--- src/rtl/mod_cnt_ctrl_if.sv ---
// Handshake/configuration bundle for the programmable modulo-N count sequencer.
// The master drives control and configuration; the slave (the sequencer) drives status.
interface mod_cnt_ctrl_if #(
  parameter int unsigned W = 32'd4
);
  logic         cfg_we;
  logic [W-1:0] cfg_mod;
  logic         cfg_oneshot;
  logic         start;
  logic         stop;
  logic         pause;
  logic         cnt_en;
  logic [W-1:0] cnt;
  logic         tc;
  logic         busy;
  logic         done;
  logic         cfg_err;

  modport master (
    output cfg_we, cfg_mod, cfg_oneshot, start, stop, pause, cnt_en,
    input  cnt, tc, busy, done, cfg_err
  );

  modport slave (
    input  cfg_we, cfg_mod, cfg_oneshot, start, stop, pause, cnt_en,
    output cnt, tc, busy, done, cfg_err
  );
endinterface

--- src/rtl/mod_cnt_ctrl.sv ---
// Programmable modulo-N count sequencer: run-time modulus, start/pause/stop,
// periodic or one-shot operation, one-cycle terminal-count pulse and done flag.
// Every output comes straight from a flop; nothing is combinational from inputs.
module mod_cnt_ctrl #(
  parameter int unsigned W       = 32'd4,
  parameter int unsigned DEF_MOD = 32'd10
) (
  input  logic         clk,
  input  logic         rst,
  mod_cnt_ctrl_if.slave bus
);

  typedef enum logic [1:0] {
    IDLE = 2'b00,
    RUN  = 2'b01,
    HOLD = 2'b10,
    DONE = 2'b11
  } state_t;

  localparam logic [W-1:0] CNT_ZERO = {W{1'b0}};
  localparam logic [W-1:0] CNT_ONE  = {{(W-1){1'b0}}, 1'b1};
  localparam logic [W-1:0] MOD_RST  = DEF_MOD[W-1:0];

  state_t       state_r, state_nx;
  logic [W-1:0] cnt_r, cnt_nx;
  logic [W-1:0] mod_r, mod_nx;
  logic         oneshot_r, oneshot_nx;
  logic         tc_r, tc_nx;
  logic         busy_r, busy_nx;
  logic         done_r, done_nx;
  logic         cfg_err_r, cfg_err_nx;
  logic         cnt_last;

  // Next-state, next-count and configuration decisions for the coming edge.
  always_comb begin
    state_nx   = state_r;
    cnt_nx     = cnt_r;
    mod_nx     = mod_r;
    oneshot_nx = oneshot_r;
    tc_nx      = 1'b0;
    cfg_err_nx = 1'b0;
    // mod_r is always >= 2, so mod_r-1 never underflows in W bits.
    cnt_last   = (cnt_r == (mod_r - CNT_ONE));

    // Configuration is only accepted while no count is in progress.
    if (bus.cfg_we) begin
      if (((state_r == IDLE) || (state_r == DONE)) && (bus.cfg_mod > CNT_ONE)) begin
        mod_nx     = bus.cfg_mod;
        oneshot_nx = bus.cfg_oneshot;
      end else begin
        cfg_err_nx = 1'b1;
      end
    end else begin
      cfg_err_nx = 1'b0;
    end

    case (state_r)
      IDLE: begin
        cnt_nx = CNT_ZERO;
        if (bus.start) begin
          state_nx = RUN;
        end else begin
          state_nx = IDLE;
        end
      end
      RUN: begin
        if (bus.stop) begin
          state_nx = IDLE;
          cnt_nx   = CNT_ZERO;
        end else if (bus.start) begin
          state_nx = RUN;
          cnt_nx   = CNT_ZERO;
        end else if (bus.pause) begin
          state_nx = HOLD;
        end else if (bus.cnt_en) begin
          if (cnt_last) begin
            cnt_nx   = CNT_ZERO;
            tc_nx    = 1'b1;
            state_nx = oneshot_r ? DONE : RUN;
          end else begin
            cnt_nx   = cnt_r + CNT_ONE;
          end
        end else begin
          cnt_nx = cnt_r;
        end
      end
      HOLD: begin
        if (bus.stop) begin
          state_nx = IDLE;
          cnt_nx   = CNT_ZERO;
        end else if (bus.start) begin
          state_nx = RUN;
          cnt_nx   = CNT_ZERO;
        end else if (!bus.pause) begin
          state_nx = RUN;
        end else begin
          state_nx = HOLD;
        end
      end
      DONE: begin
        cnt_nx = CNT_ZERO;
        if (bus.stop) begin
          state_nx = IDLE;
        end else if (bus.start) begin
          state_nx = RUN;
        end else begin
          state_nx = DONE;
        end
      end
      default: begin
        state_nx = IDLE;
        cnt_nx   = CNT_ZERO;
      end
    endcase

    busy_nx = (state_nx == RUN) || (state_nx == HOLD);
    done_nx = (state_nx == DONE);
  end

  // State, count, configuration and registered status outputs.
  always_ff @(posedge clk or posedge rst) begin
    if (rst) begin
      state_r   <= IDLE;
      cnt_r     <= CNT_ZERO;
      mod_r     <= MOD_RST;
      oneshot_r <= 1'b0;
      tc_r      <= 1'b0;
      busy_r    <= 1'b0;
      done_r    <= 1'b0;
      cfg_err_r <= 1'b0;
    end else begin
      state_r   <= state_nx;
      cnt_r     <= cnt_nx;
      mod_r     <= mod_nx;
      oneshot_r <= oneshot_nx;
      tc_r      <= tc_nx;
      busy_r    <= busy_nx;
      done_r    <= done_nx;
      cfg_err_r <= cfg_err_nx;
    end
  end

  assign bus.cnt     = cnt_r;
  assign bus.tc      = tc_r;
  assign bus.busy    = busy_r;
  assign bus.done    = done_r;
  assign bus.cfg_err = cfg_err_r;

endmodule
--- src/flat_wrapper.sv ---
// flat-port wrapper written by rule: the top's interface ports become plain ports
module mod_cnt_ctrl_flat 
#(
  parameter int unsigned W       = 32'd4,
  parameter int unsigned DEF_MOD = 32'd10
)
  (clk, rst, bus_cfg_we, bus_cfg_mod, bus_cfg_oneshot, bus_start, bus_stop, bus_pause, bus_cnt_en, bus_cnt, bus_tc, bus_busy, bus_done, bus_cfg_err);
  mod_cnt_ctrl_if #(.W(W)) bus_i ();
  input  logic clk;
  input  logic rst;
  input wire logic [$bits(bus_i.cfg_we)-1:0] bus_cfg_we;
  input wire logic [$bits(bus_i.cfg_mod)-1:0] bus_cfg_mod;
  input wire logic [$bits(bus_i.cfg_oneshot)-1:0] bus_cfg_oneshot;
  input wire logic [$bits(bus_i.start)-1:0] bus_start;
  input wire logic [$bits(bus_i.stop)-1:0] bus_stop;
  input wire logic [$bits(bus_i.pause)-1:0] bus_pause;
  input wire logic [$bits(bus_i.cnt_en)-1:0] bus_cnt_en;
  output wire logic [$bits(bus_i.cnt)-1:0] bus_cnt;
  output wire logic [$bits(bus_i.tc)-1:0] bus_tc;
  output wire logic [$bits(bus_i.busy)-1:0] bus_busy;
  output wire logic [$bits(bus_i.done)-1:0] bus_done;
  output wire logic [$bits(bus_i.cfg_err)-1:0] bus_cfg_err;
  assign bus_i.cfg_we = bus_cfg_we;
  assign bus_i.cfg_mod = bus_cfg_mod;
  assign bus_i.cfg_oneshot = bus_cfg_oneshot;
  assign bus_i.start = bus_start;
  assign bus_i.stop = bus_stop;
  assign bus_i.pause = bus_pause;
  assign bus_i.cnt_en = bus_cnt_en;
  assign bus_cnt = bus_i.cnt;
  assign bus_tc = bus_i.tc;
  assign bus_busy = bus_i.busy;
  assign bus_done = bus_i.done;
  assign bus_cfg_err = bus_i.cfg_err;
  mod_cnt_ctrl #(.W(W), .DEF_MOD(DEF_MOD)) u_core (.clk(clk), .rst(rst), .bus(bus_i));
endmodule
--- config.mk ---
export PLATFORM = sky130hd
export DESIGN_NAME = mod_cnt_ctrl_flat
export DESIGN_NICKNAME = d
export VERILOG_FILES = /design/src/rtl/mod_cnt_ctrl_if.sv /design/src/rtl/mod_cnt_ctrl.sv /design/src/flat_wrapper.sv
export SDC_FILE = /design/constraint.sdc
export NUM_CORES = 1
export LEC_CHECK = 0
export ABC_AREA = 1
export CAP_MARGIN = 30
export CORE_MARGIN = 3
export CORE_UTILIZATION = 35
export CTS_CLUSTER_SIZE = 24
export DETAILED_ROUTE_END_ITERATION = 10
export HOLD_SLACK_MARGIN = 0.06
export PLACE_DENSITY = 0.66
export SLEW_MARGIN = 0
export SYNTH_ARGS = -nofsm -noshare
export SYNTH_HDL_FRONTEND = slang
export SYNTH_SLANG_ARGS = --single-unit
--- constraint.sdc ---
create_clock -name clk -period 3.9 [get_ports clk]
set_input_delay 0.585 -clock clk [delete_from_list [all_inputs] [get_ports clk]]
set_output_delay 0.585 -clock clk [all_outputs]
set_load 0.02 [all_outputs]
# Word-level counts from Yosys, hierarchy flattened
# Index checks and enable logic that the tools add are counted.
[op_classes]
n_mux = 29
n_lt_le_gt_ge = 1
n_eq_ne = 10
n_addsub = 2
reduce_logical = 7
[ops]
columns = ["operator", "n"]
rows = [
  ["4-bit 2-to-1 mux", 7],
  ["2-bit 2-to-1 mux", 11],
  ["4-bit case mux with 3 select lines", 1],
  ["1-bit 2-to-1 mux", 9],
  ["2-bit == test, second input constant", 4],
  ["4-bit != test, second input constant", 2],
  ["2-bit case mux with 4 select lines", 1],
  ["4-bit by 1-bit adder with 4-bit output, second input constant", 1],
  ["2-bit by 1-bit == test with 1-bit output, second input constant", 2],
  ["4-bit == test", 1],
  ["4-bit by 1-bit > comparator with 1-bit output, second input constant", 1],
  ["4-bit by 1-bit subtractor with 4-bit output, second input constant", 1],
  ["3-bit != test, second input constant", 1],
  ["3-bit AND reduction", 1],
  ["2-bit zero test", 1],
  ["1-bit logical OR", 2],
  ["2-bit AND reduction", 1],
  ["2-bit OR reduction", 1],
  ["1-bit logical AND", 1],
]
[totals]
wordCells = 57
input_bits = 12
ff_bits = 15

# Longest topological paths before layout
# Gate-level depths: netlist (run 1).
[logic_depth]
depth_word = 10
ltp_mapped = 15
mapped_depth_nobuf = 15

# Worst setup path before layout (run 1)
# OpenSTA, ideal clock, no wires.
[synth_path]
path_kind = "reg-to-reg"
from = "reg u_core.mod_r[1]"
to = "reg u_core.busy_r (netlist: u_core.bus.busy)"
slack_ns = 2.030
stages_incl_launch_ff = 11
n_path_buf = 0
period_less_slack_ns = 1.870
t_arrival_ns = 1.744
setup_ns = 0.126
cell_sequence = "dfstp_2 -> inv_1 -> ha_1 -> xor2_1 -> nand2_1 -> nor2_2 -> nand4_1 -> nand3_1 -> nand2_1 -> a21oi_1 -> ha_1"
[synth_via]
elab_chain_cells = 10
[synth_lines]
columns = ["element", "line_no", "rtl"]
rows = [
  ["start, declared", "mod_cnt_ctrl.sv:26", "logic [W-1:0] mod_r, mod_nx;"],
  ["start signal, assigned", "mod_cnt_ctrl.sv:134", "mod_r <= mod_nx;"],
  ["4-bit by 1-bit subtractor with 4-bit output *", "mod_cnt_ctrl.sv:43", "cnt_last = (cnt_r == (mod_r - CNT_ONE));"],
  ["4-bit == test *", "mod_cnt_ctrl.sv:43", ""],
  ["2-bit 2-to-1 mux *", "mod_cnt_ctrl.sv:76", "if (cnt_last) begin"],
  ["2-bit 2-to-1 mux *", "mod_cnt_ctrl.sv:75", "end else if (bus.cnt_en) begin"],
  ["2-bit 2-to-1 mux *", "mod_cnt_ctrl.sv:73", "end else if (bus.pause) begin"],
  ["2-bit 2-to-1 mux *", "mod_cnt_ctrl.sv:70", "end else if (bus.start) begin"],
  ["2-bit 2-to-1 mux *", "mod_cnt_ctrl.sv:67", "if (bus.stop) begin"],
  ["2-bit case mux with 4 select lines *", "mod_cnt_ctrl.sv:57", "case (state_r)"],
  ["via u_core.state_nx[1]", "mod_cnt_ctrl.sv:24", "state_t state_r, state_nx;"],
  ["2-bit by 1-bit == test with 1-bit output or 2-bit == test (tied branches)", "mod_cnt_ctrl.sv:116", "busy_nx = (state_nx == RUN) || (state_nx == HOLD);"],
  ["1-bit logical OR *", "mod_cnt_ctrl.sv:116", ""],
  ["via u_core.busy_nx", "mod_cnt_ctrl.sv:29", "logic busy_r, busy_nx;"],
  ["end signal, assigned", "mod_cnt_ctrl.sv:137", "busy_r <= busy_nx;"],
  ["end, declared", "mod_cnt_ctrl.sv:29", ""],
]
# The timed path passes the listed nets; every way through them passes the cells marked *.
# A chain may end at the register's enable or synchronous reset.

# Worst setup path in the final report (run 1)
# Same ends and word-level chain as after synthesis.

==> results of run 1 <==
routing by layer:
layer | wire length (µm) | vias up
li1 | - | 399
met1 | 834 | 339
met2 | 789 | 15
met3 | 87 | 4
met4 | 30 | 0
met5 | 0 | -
flip-flops by register name, indices dropped and copies added (netlist names):
name	count
u_core.oneshot_r	1
u_core.bus.tc	1
u_core.bus.busy	1
u_core.bus.cfg_err	1
u_core.bus.done	1
u_core.mod_r	4
u_core.bus.cnt	4
u_core.state_r	2
worst max-delay path, stage by stage, from the launching register on:
cell and delay [ns]:
dfstp_2 0.54, inv_1 0.05, ha_1 0.28, xor2_1 0.16, nand2_1 0.08, nor2_2 0.14, nand4_1 0.09, nand3_1 0.09
nand2_1 0.05, a21oi_1 0.18, ha_1 0.26
power by group through the flow:
stage | registers [mW] | logic, mW | clock network [mW]
4_1_cts | 0.185 | 0.113 | 0.0948
3_3_place_gp | 0.187 | 0.109 | 0
3_5_place_dp | 0.188 | 0.113 | 0
5_1_grt | 0.187 | 0.129 | 0.0991
2_1_floorplan | 0.189 | 0.0737 | 0
6_report | 0.185 | 0.111 | 0.0877
worst paths after layout:
check | from | to | cells after the start | slack (ns)
min in group asynchronous | rst | u_core.state_r[1] | 2 | 0.66
worst min register to register | u_core.mod_r[1] | u_core.mod_r[1] | 2 | 0.50
worst max-delay path | u_core.mod_r[1] | u_core.bus.busy | 10 | 1.87
worst min-delay path | u_core.mod_r[1] | u_core.mod_r[1] | 2 | 0.50
worst max register to register | u_core.mod_r[1] | u_core.bus.busy | 10 | 1.87
max in group asynchronous | rst | u_core.mod_r[2] | 2 | 2.86
placed cells by master, fill, tap and decap left out:
cell type,netlist,final
nand4_1,2,2
mux2_2,1,1
dfrtp_1,13,13
a21boi_0,1,1
nand4_2,1,1
inv_2,1,1
o21ai_4,1,1
dfstp_2,2,2
nand3_1,10,10
nor2_1,5,5
a21oi_1,6,6
inv_1,22,22
o22ai_1,2,2
nor2_2,2,2
o21ai_0,3,3
nand2_2,1,1
xnor2_1,1,1
clkbuf_1,0,1
nand2_1,27,27
clkdlybuf4s50_1,0,19
xor2_1,2,2
mux2i_1,1,1
ha_1,8,8
clkbuf_4,0,3
cell type report:
class                   count  area share [%]
multi-input cells          74            38.2
flip-flops and latches     15            32.6
repair buffers             19            16.4
inverters                  23            7.45
well taps                  28            3.02
clock buffers               4            2.27
logic make-up (layout without fill, tap and decap cells):
logic type                 after synthesis  after routing  synth area share (%)
xor gates and xnor gates                 3              3                  2.90
and+or+nand+nor                         48             48                  23.6
adders and majority gates                8              8                  11.0
DFF                                     15             15                  41.7
AOI/OAI and AO/OA                       13             13                  8.97
muxes                                    2              2                  2.34
buffers and inverters                   23             46                  9.52
metrics by stage:
| step | cell area [µm²] | util [%] | power [mW] |
|---|---|---|---|
| floorplan | 907 | - | 0.263 |
| detailed placement | 1130 | 48.4 | 0.301 |
| CTS | 1160 | 49.5 | 0.393 |
| global route | 1160 | 49.5 | 0.416 |
| finish | 1160 | 49.5 | 0.384 |
| global placement | 1130 | 48.4 | 0.296 |
==> flow_summary.toml, run 1 <==
[status]
status = "completed"

[die]
core_region_area_um2 = 2340
die_area_um2 = 3240
die_x_um = 56.9
die_h_um = 56.9
rows = 17
ios = 20
start_util_pct = 38.8

[yosys]
synth.area.top_cells = "dfrtp_1, nand2_1, ha_1, inv_1, dfstp_2"
synth.cell_area_um2 = 907
synth_nets = 132
yosysTopAreaCell = "dfrtp_1"
yosysMostFrequentCell = "nand2_1"
async_flop_share_pct = 100
syn_area_per_cell_um2 = 8.10
synthCells = 112
synth-edff-count = 0
ys_ff_latch = 15
ys_warn_count = 0
synth_top_area_share_pct = 35.9
yosys-top-cells-count = "nand2_1, inv_1, dfrtp_1, nand3_1, ha_1"
yosysSeqAreaShare_pct = 41.7
synthFlopType = "dfrtp_1"
ys_types = 21

[pwr]
comb_power_share_pct = 29.0
pwr-share-clk_pct = 22.8
p_sw_share_pct = 31.8
power_frac_seq_pct = 48.2
peakVddDrop_mv = 0.205
p_per_area_nw_per_um2 = 331
leakagePower_nw = 0.586
power.internal_mw = 0.261
switchingPower_mw = 0.122

[global_routing]
grt_use_met2_pct = 18.6
use_met1_pct = 16.6
grt_overflow = 0
busiest_layer = "met2"
first_global_vias = 736
grt_max_degree = 16
met3_usage_pct = 2.99
antenna_found_initial = 0
grt_pass1_wl_mm = 3.15
grt_usage_pct = 12.4

[drt]
final_antenna_net_count = 0
wl_per_cell_um = 10.7
finalWirelength_mm = 1.74
routed_via_density = 4.64
vias = 757
drc = 0
first_iter_violations = 9
dr.pass1.iters = 2

[sta]
hold_viol_final = 0
setup_viol = 0
worst_clock_skew_ns = 0.00389
slew_headroom_pct = 60.6
finalCriticalPeriod_ns = 2.03
finalCritPeriodShare_pct = 52.1
tns_ns = 0
slew_viol_final = 0
rsz0062_at_grt = "no"
timing.hold.ws_ns = 0.497
tightest_slew_ns = 0.590
maxClockFrequency_mhz = 492
worst_slack_ns = 1.87

[critical_path]
crit_path_start_kind = "flip-flop"
cp_max_fo = 3
cp-end-kind = "flip-flop"
worstSetupPathType = "flip-flop to flip-flop"
critPathArrivalTime_ns = 2.20
cp_data_required_time_ns = 4.07

[layout]
final_nets = 156
drive_above_1_share_pct = 8.89
multiInputGateArea_um2 = 443
fill_cells = 238
final_cells = 163
final-seq-area_um2 = 378
diodes = 0
area_delta_synth_final_pct = 27.7

[clocking]
clkSinkCount = 15
path_clk_slew_ns = 0.08
ctsHoldBuffers = 0
worst_skew_pair.late_latency_ns = 0.28
ctsResizeCount = 0
cts_tree = "yes"
htreeDepth = 1
cts_root_buffer = "clkbuf_4"
cts_setup_buffers = 0
numCtsBuffers = 3
cts_buffer_depth = 2

[worst_hold_path]
hold_path_class = "flip-flop to flip-flop"

[placed_design]
port_buffers = 19
place_inst = 159
pre_cts_slack_ns = 1.85
dp_hpwl_mm = 1.39
gp_congestion = 0.860

[flow_run]
max_cap_violations = 0
(Power assumes the default switching activity.)
==> run 2, diff against run 1 <==
PLACE_DENSITY = 0.68   (was 0.66)
clock period = 1.7 ns   (was 3.9 ns; I/O delays follow)
==> run 2 against run 1 <==
Against the previous run: the flow now finishes with violations (negative setup slack); cell area rose by 8.4%; fmax up 1.6%; sequential share of layout area decreased by 2.5 points; worst setup slack got worse by 2.2 ns; critical endpoint unchanged; power is 150% higher; non-clock buffer count up 9; highest routed layer unchanged; worst hold slack worse by 0.17 ns; sequential power grew 130%; first-iteration DRC count grew 44%.
==> flow_summary.toml, run 2 (synthesis results as in run 1) <==
[status]
status = "complete, but fails checks"
failed_checks = "negative setup slack"

[die]
die_x_um = 56.9
die_h_um = 56.9
core_region_area_um2 = 2340
die_area_um2 = 3240
start_util_pct = 38.8
ios = 20
rows = 17

[sta]
tightest_slew_ns = 0.583
slew_headroom_pct = 61.1
setup_viol = 4
maxClockFrequency_mhz = 500
slew_viol_final = 0
rsz0062_at_grt = "yes"
finalCriticalPeriod_ns = 2.00
tns_ns = -0.727
hold_viol_final = 0
worst_clock_skew_ns = 0.00693
finalCritPeriodShare_pct = 118
worst_slack_ns = -0.301
timing.hold.ws_ns = 0.323

[worst_hold_path]
hold_path_class = "input port to async pin"

[drt]
first_iter_violations = 13
wl_per_cell_um = 11.3
drc = 0
routed_via_density = 4.87
finalWirelength_mm = 1.94
vias = 838
dr.pass1.iters = 4
final_antenna_net_count = 0

[critical_path]
cp-end-kind = "flip-flop"
crit_path_start_kind = "flip-flop"
cp_data_required_time_ns = 1.87
worstSetupPathType = "flip-flop to flip-flop"
cp_max_fo = 3
critPathArrivalTime_ns = 2.18

[layout]
drive_above_1_share_pct = 18.8
design_area_um2 = 1260
final_cell_mix = "nand2_1, inv_1, clkdlybuf4s50_1"
diodes = 0
final_cells = 172
layout_commonest_cell = "nand2_1"
area_delta_synth_final_pct = 38.5
final_nets = 165
final_util_pct = 53.7

[placed_design]
port_buffers = 19
place_inst = 166
dp_hpwl_mm = 1.52
post_dp_cell_area_um2 = 1200
gp_congestion = 0.859
pre_cts_slack_ns = -0.273

[clocking]
cts_root_buffer = "clkbuf_4"
cts_buffer_depth = 2
path_clk_slew_ns = 0.09
numCtsBuffers = 3
htreeDepth = 1
worst_skew_pair.late_latency_ns = 0.29
cts_tree = "yes"
clkSinkCount = 15

[global_routing]
grt_pass1_wl_mm = 3.22
grt_max_degree = 16
antenna_found_initial = 0
first_global_vias = 822
grt_usage_pct = 12.5
grt_overflow = 0

[pwr]
leakagePower_nw = 0.642
power_mw = 0.944
p_per_area_nw_per_um2 = 751
peakVddDrop_mv = 0.544

[flow_run]
max_cap_violations = 0
==> run 2: cell types whose count changed in the layout (fill, tap and decap cells not counted), moves of 2 or more <==
| cell | change |
|---|---|
| buf_4 | +8 |
| clkdlybuf4s50_1 | -2 |
| dlygate4sd2_1 | +2 |
| nand2_1 | -3 |
| nand2_2 | +3 |
==> run 2: report_power, final <==
group / switching, mW / total [mW] / internal [mW]
combinational: 0.171 / 0.311 / 0.140
sequential: 0.0249 / 0.424 / 0.399
clock: 0.118 / 0.209 / 0.0913
total: 0.314 / 0.944 / 0.630
==> run 2: final timing paths <==
kind                       slack, ns            start  cells past startpoint               end
max                            -0.30  u_core.mod_r[1]                     10   u_core.bus.busy
min                             0.32              rst                      2   u_core.mod_r[0]
max reg2reg                    -0.30  u_core.mod_r[1]                     10   u_core.bus.busy
min reg2reg                     0.50  u_core.mod_r[1]                      2   u_core.mod_r[1]
max in group asynchronous       0.99              rst                      2  u_core.oneshot_r
min in group clk                0.50  u_core.mod_r[1]                      2   u_core.mod_r[1]
==> run 2: layer usage <==
layer | track usage (%) | share of wire (%) | vias up
met5 | 0 | 0 | -
met4 | 4.30 | 2.5 | 0
met3 | 5.06 | 7.1 | 8
met2 | 21.7 | 48 | 27
met1 | 13.7 | 42 | 382
li1 | - | - | 421
==> run 2: area by class of cell <==
cell class	instances	area (µm²)
Sequential cell	15	378
Timing Repair Buffer	28	259
Fill cell	234	1080
Clock buffer	4	26.3
Inverter	23	86.3
Tap cell	28	35.0
Multi-Input combinational cell	74	472
==> run 2: timing repair <==
| action | CTS | global route |
|---|---|---|
| buffers inserted | 1 | 1 |
| resized for setup | 3 | 4 |
| setup endpoints to repair | 6 | 7 |
| hold buffers | 0 | 0 |
==> run 2: critical path, stage by stage (launching register included) <==
cell,delay [ns]
dfstp_2,0.55
inv_2,0.05
ha_4,0.25
xor2_1,0.13
nand2_1,0.11
nor2_4,0.13
nand4_1,0.09
nand3_1,0.09
nand2_1,0.07
a21oi_2,0.16
ha_1,0.25
==> run 3, diff against run 2 <==
CAP_MARGIN = default   (was 30)
==> results of run 3 <==
Same layout as run 2: the final DEF is identical, and so are final timing and power.
==> edit 1: new RTL, config.mk and constraints of run 1 <==
`W` is set to 32'd4 in 3 places; all go to 32'd6.
--- a/src/rtl/mod_cnt_ctrl_if.sv
+++ b/src/rtl/mod_cnt_ctrl_if.sv
@@ -3,3 +3,3 @@
 interface mod_cnt_ctrl_if #(
-  parameter int unsigned W = 32'd4
+  parameter int unsigned W = 32'd6
 );
--- a/src/rtl/mod_cnt_ctrl.sv
+++ b/src/rtl/mod_cnt_ctrl.sv
@@ -4,3 +4,3 @@
 module mod_cnt_ctrl #(
-  parameter int unsigned W       = 32'd4,
+  parameter int unsigned W       = 32'd6,
   parameter int unsigned DEF_MOD = 32'd10
--- a/src/flat_wrapper.sv
+++ b/src/flat_wrapper.sv
@@ -3,3 +3,3 @@
 #(
-  parameter int unsigned W       = 32'd4,
+  parameter int unsigned W       = 32'd6,
   parameter int unsigned DEF_MOD = 32'd10
Interface: changed (resized bus_cfg_mod and bus_cnt); port bits go from 20 to 24. No check against the original RTL was run, so the function may have changed too.
==> edit 1 against run 1 <==
Area after synthesis is 23% higher. Worst hold slack better by 0.020 ns. First-iteration DRC count is 100% higher. Sequential power is 25% higher. Final area is 23% higher. Synthesized cell count is 25% higher. Sequential cell count is 4 higher. Wire length is 31% higher. Power is 17% higher. Worst setup slack worse by 0.14 ns. Clock skew is 0.0050 ns higher. Critical path type unchanged. Critical endpoint unchanged.
==> edit 1: results (changes against run 1) <==
* Final GP Congestion at 0.894 (+4.0%)
* DP HPWL at 1.87 mm (+35%)
* Synthesized instance count at 140 (+25%)
* Largest net degree at the start of global routing at 20 (+4)
* Clk power at 103 µW (+17%)
* Later-pin clock latency in the skew report at 0.30 ns (+0.02 ns)
* R2R Path End: u_core.bus.busy$_DFF_PP0_
* Clock Skew at 0.00893 ns (+0.00504 ns)
* Clock-pin slew on the worst setup and hold paths at 0.11 ns (+0.03 ns)
* Antenna cell count at 0 (unchanged)
* Ranking of synthesized cells by area: dfrtp_1, nand2_1, inv_1, ha_1, nand3_1
* Filler Cells Inserted at 292 (+23%)
* DRT Pass-1 Iters at 4 (+2)
* IO Port Bufs at 23 (+4)
* First-pass GRT wire length at 4.03 mm (+28%)
* DP Cell Count at 204 (+28%)
* Leak at 0.652 nW (+11%)
* Share of layout cells above drive strength 1 at 7.83% (-1.1 points)
* Per-cell routed wire length at 10.9 µm (+2.4%)
* Unique masters post-synth at 23 (+9.5%)
* Worst slew pin tran at 0.718 ns (+0.127 ns)
* Fin cells at 208 (+28%)
* Hold path depth at 2 (unchanged)
* Worst setup margin at 1.73 ns (-0.140 ns)
* Worst Path Arrival at 2.38 ns (+0.18 ns)
* Synth cell count leaders: nand2_1, inv_1, dfrtp_1, nand3_1, nor2_1
* Run status: completed
* Seq pwr at 231 µW (+25%)
* Number of global-route vias before repair at 962 (+31%)
* Number of cells on the worst reg-to-reg path at 11 (+1)
* Pint at 309 µW (+18%)
* Vias per inst at 4.68 (+0.73%)
* Hold Path End: u_core.mod_r[5]$_DFFE_PP0P_
* Synth Net Count at 161 (+22%)
* Fin nets at 188 (+21%)
* Initial DRC Count at 18 (+9)
* Sequential-to-total area share from yosys stat at 42.8% (+1.2 points)
* Hold_sp: u_core.mod_r[5]$_DFFE_PP0P_
* Peak VDD IR at 0.000196 V (-4.6%)
* GR Util All Layers at 12.6% (+0.25 points)
* Max FO, Critical Path at 3 (unchanged)
-- edit 1: cell count changes after synthesis, moves of 3 or more --
cell	delta
nor2_1	+3
nand3_1	+3
o22ai_1	+3
inv_1	+3
xnor2_1	+3
dfrtp_1	+4
-- edit 1: through the flow --
step | power [mW] | instance area (µm²) | utilization [%] | hold slack (ns)
6_report | 0.450 | 1420 | 49.1 | 0.517
5_1_grt | 0.482 | 1420 | 49.1 | 0.556
4_1_cts | 0.455 | 1420 | 49.1 | 0.518
3_5_place_dp | 0.352 | 1390 | 48.1 | 0.495
3_3_place_gp | 0.350 | 1390 | 48.1 | 0.486
2_1_floorplan | 0.314 | 1120 | - | 0.470
-- edit 1: routing by layer --
| metal | wire [µm] | global-route usage, % |
|---|---|---|
| met1 | 1050 | 14.7 |
| met2 | 1070 | 21.7 |
| met3 | 116 | 4.50 |
| met4 | 45 | 3.86 |
| met5 | 0 | 0 |
-- edit 1: area by class of cell --
cell class | instances | area share (%)
well taps | 42 | 3.69
clock buffers | 3 | 1.58
multi-input cells | 93 | 37.3
clock inverters | 1 | 0.527
flip-flops and latches | 19 | 33.6
repair buffers | 23 | 16.2
inverters | 27 | 7.12
-- edit 1: worst max-delay path, stage by stage, from the launching register on --
cell and delay [ns]:
dfstp_2 0.56, inv_1 0.06, ha_1 0.29, xnor2_1 0.13
nor2_1 0.10, nand3_1 0.09, nor2_2 0.13, nand4_1 0.10
nand3_1 0.10, nand2_1 0.05, a21oi_1 0.19, ha_1 0.27
-- edit 1: cells by family after synthesis --
family          count (synthesis)  synth area share [%]
simple gates                   59                  23.4
buf+inv                        28                  9.53
compound gates                 18                  9.08
xor+xnor                        8                  6.28
mux                             1                  1.01
flops                          19                  42.8
fa+ha+maj                       7                  7.85
==> edit 2: new RTL, settings of run 1 <==
Made on the original files. Encoding of `state_t`: now one-hot (4 bits for 4 states).
--- a/src/rtl/mod_cnt_ctrl.sv
+++ b/src/rtl/mod_cnt_ctrl.sv
@@ -12,7 +12,7 @@
 
-  typedef enum logic [1:0] {
-    IDLE = 2'b00,
-    RUN  = 2'b01,
-    HOLD = 2'b10,
-    DONE = 2'b11
+  typedef enum logic [3:0] {
+    IDLE = 4'b0001,
+    RUN  = 4'b0010,
+    HOLD = 4'b0100,
+    DONE = 4'b1000
   } state_t;
Behaviour: same outputs for any inputs over 10 cycles, from zero or initial values and one cycle with rst high; not proved beyond that.
==> edit 2 against run 1 <==
Final area rose by 8.0%. Maximum frequency up 2.1%. Sequential cell count increased by 2. First-iteration DRC count up 110%. Largest cell class unchanged. Wire length grew 15%. Area after synthesis grew 9.9%. Worst setup slack gained 0.042 ns.
Power is not compared: it rests on default switching activity, and its combinational part moved more than twofold at a synthesized area within 25%.
==> edit 2: results (changes against run 1) <==
* DP HPWL at 1.64 mm (+18%)
* R2R Setup Slk at 2.15 ns (+0.28 ns)
* Share of layout cells above drive strength 1 at 18.2% (+9.4 points)
* R2R Path End: u_core.bus.busy$_DFF_PP0_
* Clock-pin slew on the worst setup and hold paths at 0.10 ns (+0.02 ns)
* DRT Pass-1 Iters at 4 (+2)
* Placed cell area at 0.00122 mm² (+8.2%)
* Number of cells on the worst reg-to-reg path at 10 (unchanged)
* DP Cell Count at 174 (+9.4%)
* GR Util All Layers at 12.8% (+0.45 points)
* Startpoint Class: register
* Crit path capture: bus_cnt[0]
* Post-Route WL at 2.00 mm (+15%)
* Leak at 0.627 nW
* Critical Path Max Stage Delay at 0.66 ns (+0.12 ns)
* Antenna cell count at 0 (unchanged)
* Peak Freq at 502 MHz (+2.1%)
* Slowest CP cell: clkdlybuf4s50_1
* Initial DRC Count at 19 (+10)
* Synth cell count leaders: nand2_1, inv_1, dfrtp_1, nand3_1, nor2_1
* Run status: completed
* Largest net degree at the start of global routing at 18 (+2)
* Worst path top cell family by delay: buffers and inverters
* Initial antenna violation count at 0 (unchanged)
* Vias post-DR at 842 (+11%)
* Synth Net Count at 139 (+5.3%)
* Hold Crit Class: reg2reg
* Sequential-to-total area share from yosys stat at 43.0% (+1.4 points)
* Fin nets at 163 (+4.5%)
* Fin cells at 178 (+9.2%)
* Synthesized instance count at 125 (+12%)
* CTS H-tree lvls at 1 (unchanged)
* Filler Cells Inserted at 262 (+10%)
* Max FO, Critical Path at 6 (+3)
* Hold path depth at 2 (unchanged)
* Yosys warnings at 0 (unchanged)
* Number of global-route vias before repair at 816 (+11%)
* Worst Path Arrival at 1.41 ns (-0.79 ns)
* FF+latch area at 429 µm² (+14%)
* Final GP Congestion at 0.756 (-12%)
* Ranking of synthesized cells by area: dfrtp_1, nand2_1, inv_1, dfstp_2, nand3_2
* Place WS at 2.07 ns (+0.216 ns)
* Post-synth ARST share at 100% (unchanged)
* Worst Setup SP: u_core.bus.cnt[0]$_DFFE_PP0P_
* Unique masters post-synth at 27 (+29%)
* First-pass GRT wire length at 3.37 mm (+7.0%)
* Later-pin clock latency in the skew report at 0.28 ns (about the same)
* Post-CTS resize count at 0 (unchanged)
* Clock Skew at 0.00172 ns (-0.00217 ns)
* Worst slew pin tran at 0.640 ns (+0.0503 ns)
==> edit 2: cell types whose count changed in the layout (fill, tap and decap cells not counted), moves of 2 or more <==
cell,delta
ha_1,-6
nand2_1,+4
nor3_1,+2
nand3_2,+4
a21oi_1,-2
nor2_4,+2
nand3_1,-3
o21ai_1,+4
inv_2,+3
nand2_2,+4
==> edit 2: final cells by class <==
cell class / count / area share, %
Clock buffer: 4 / 2.10
Inverter: 26 / 7.80
Multi-Input combinational cell: 82 / 37.6
Sequential cell: 17 / 34.3
Tap cell: 30 / 3.00
Timing Repair Buffer: 19 / 15.2
==> edit 2: layer usage <==
layer  routed length, µm  vias up  GRT usage [%]  part of all wire, %
met5                   0        -              0                    0
met4                  16        0           5.83                 0.80
met3                  89        2           3.05                  4.5
met2                1010       13           21.8                   50
met1                 887      385           15.1                   44
li1                    -      442              -                    -
==> edit 2: cells by family after synthesis <==
logic type	after synthesis	share of synthesized area, %
and+or+nand+nor	62	32.7
buffers and inverters	26	9.79
DFF	17	43.0
AOI/OAI and AO/OA	15	8.66
xor gates and xnor gates	2	1.76
adders and majority gates	2	2.51
muxes	1	1.51
==> edit 2: where the power goes <==
part	total [mW]	switching, mW	internal (mW)
sequential	0.260	0.0301	0.230
combinational	0.294	0.173	0.121
clock	0.0943	0.0546	0.0397
total	0.648	0.258	0.391
==> edit 2: per-stage QoR <==
stage	hold WS, ns	power (mW)
after CTS	0.522	0.657
final	0.514	0.648
after global placement	0.479	0.551
after detailed placement	0.507	0.560
after floorplan	0.467	0.484
after global routing	0.552	0.705
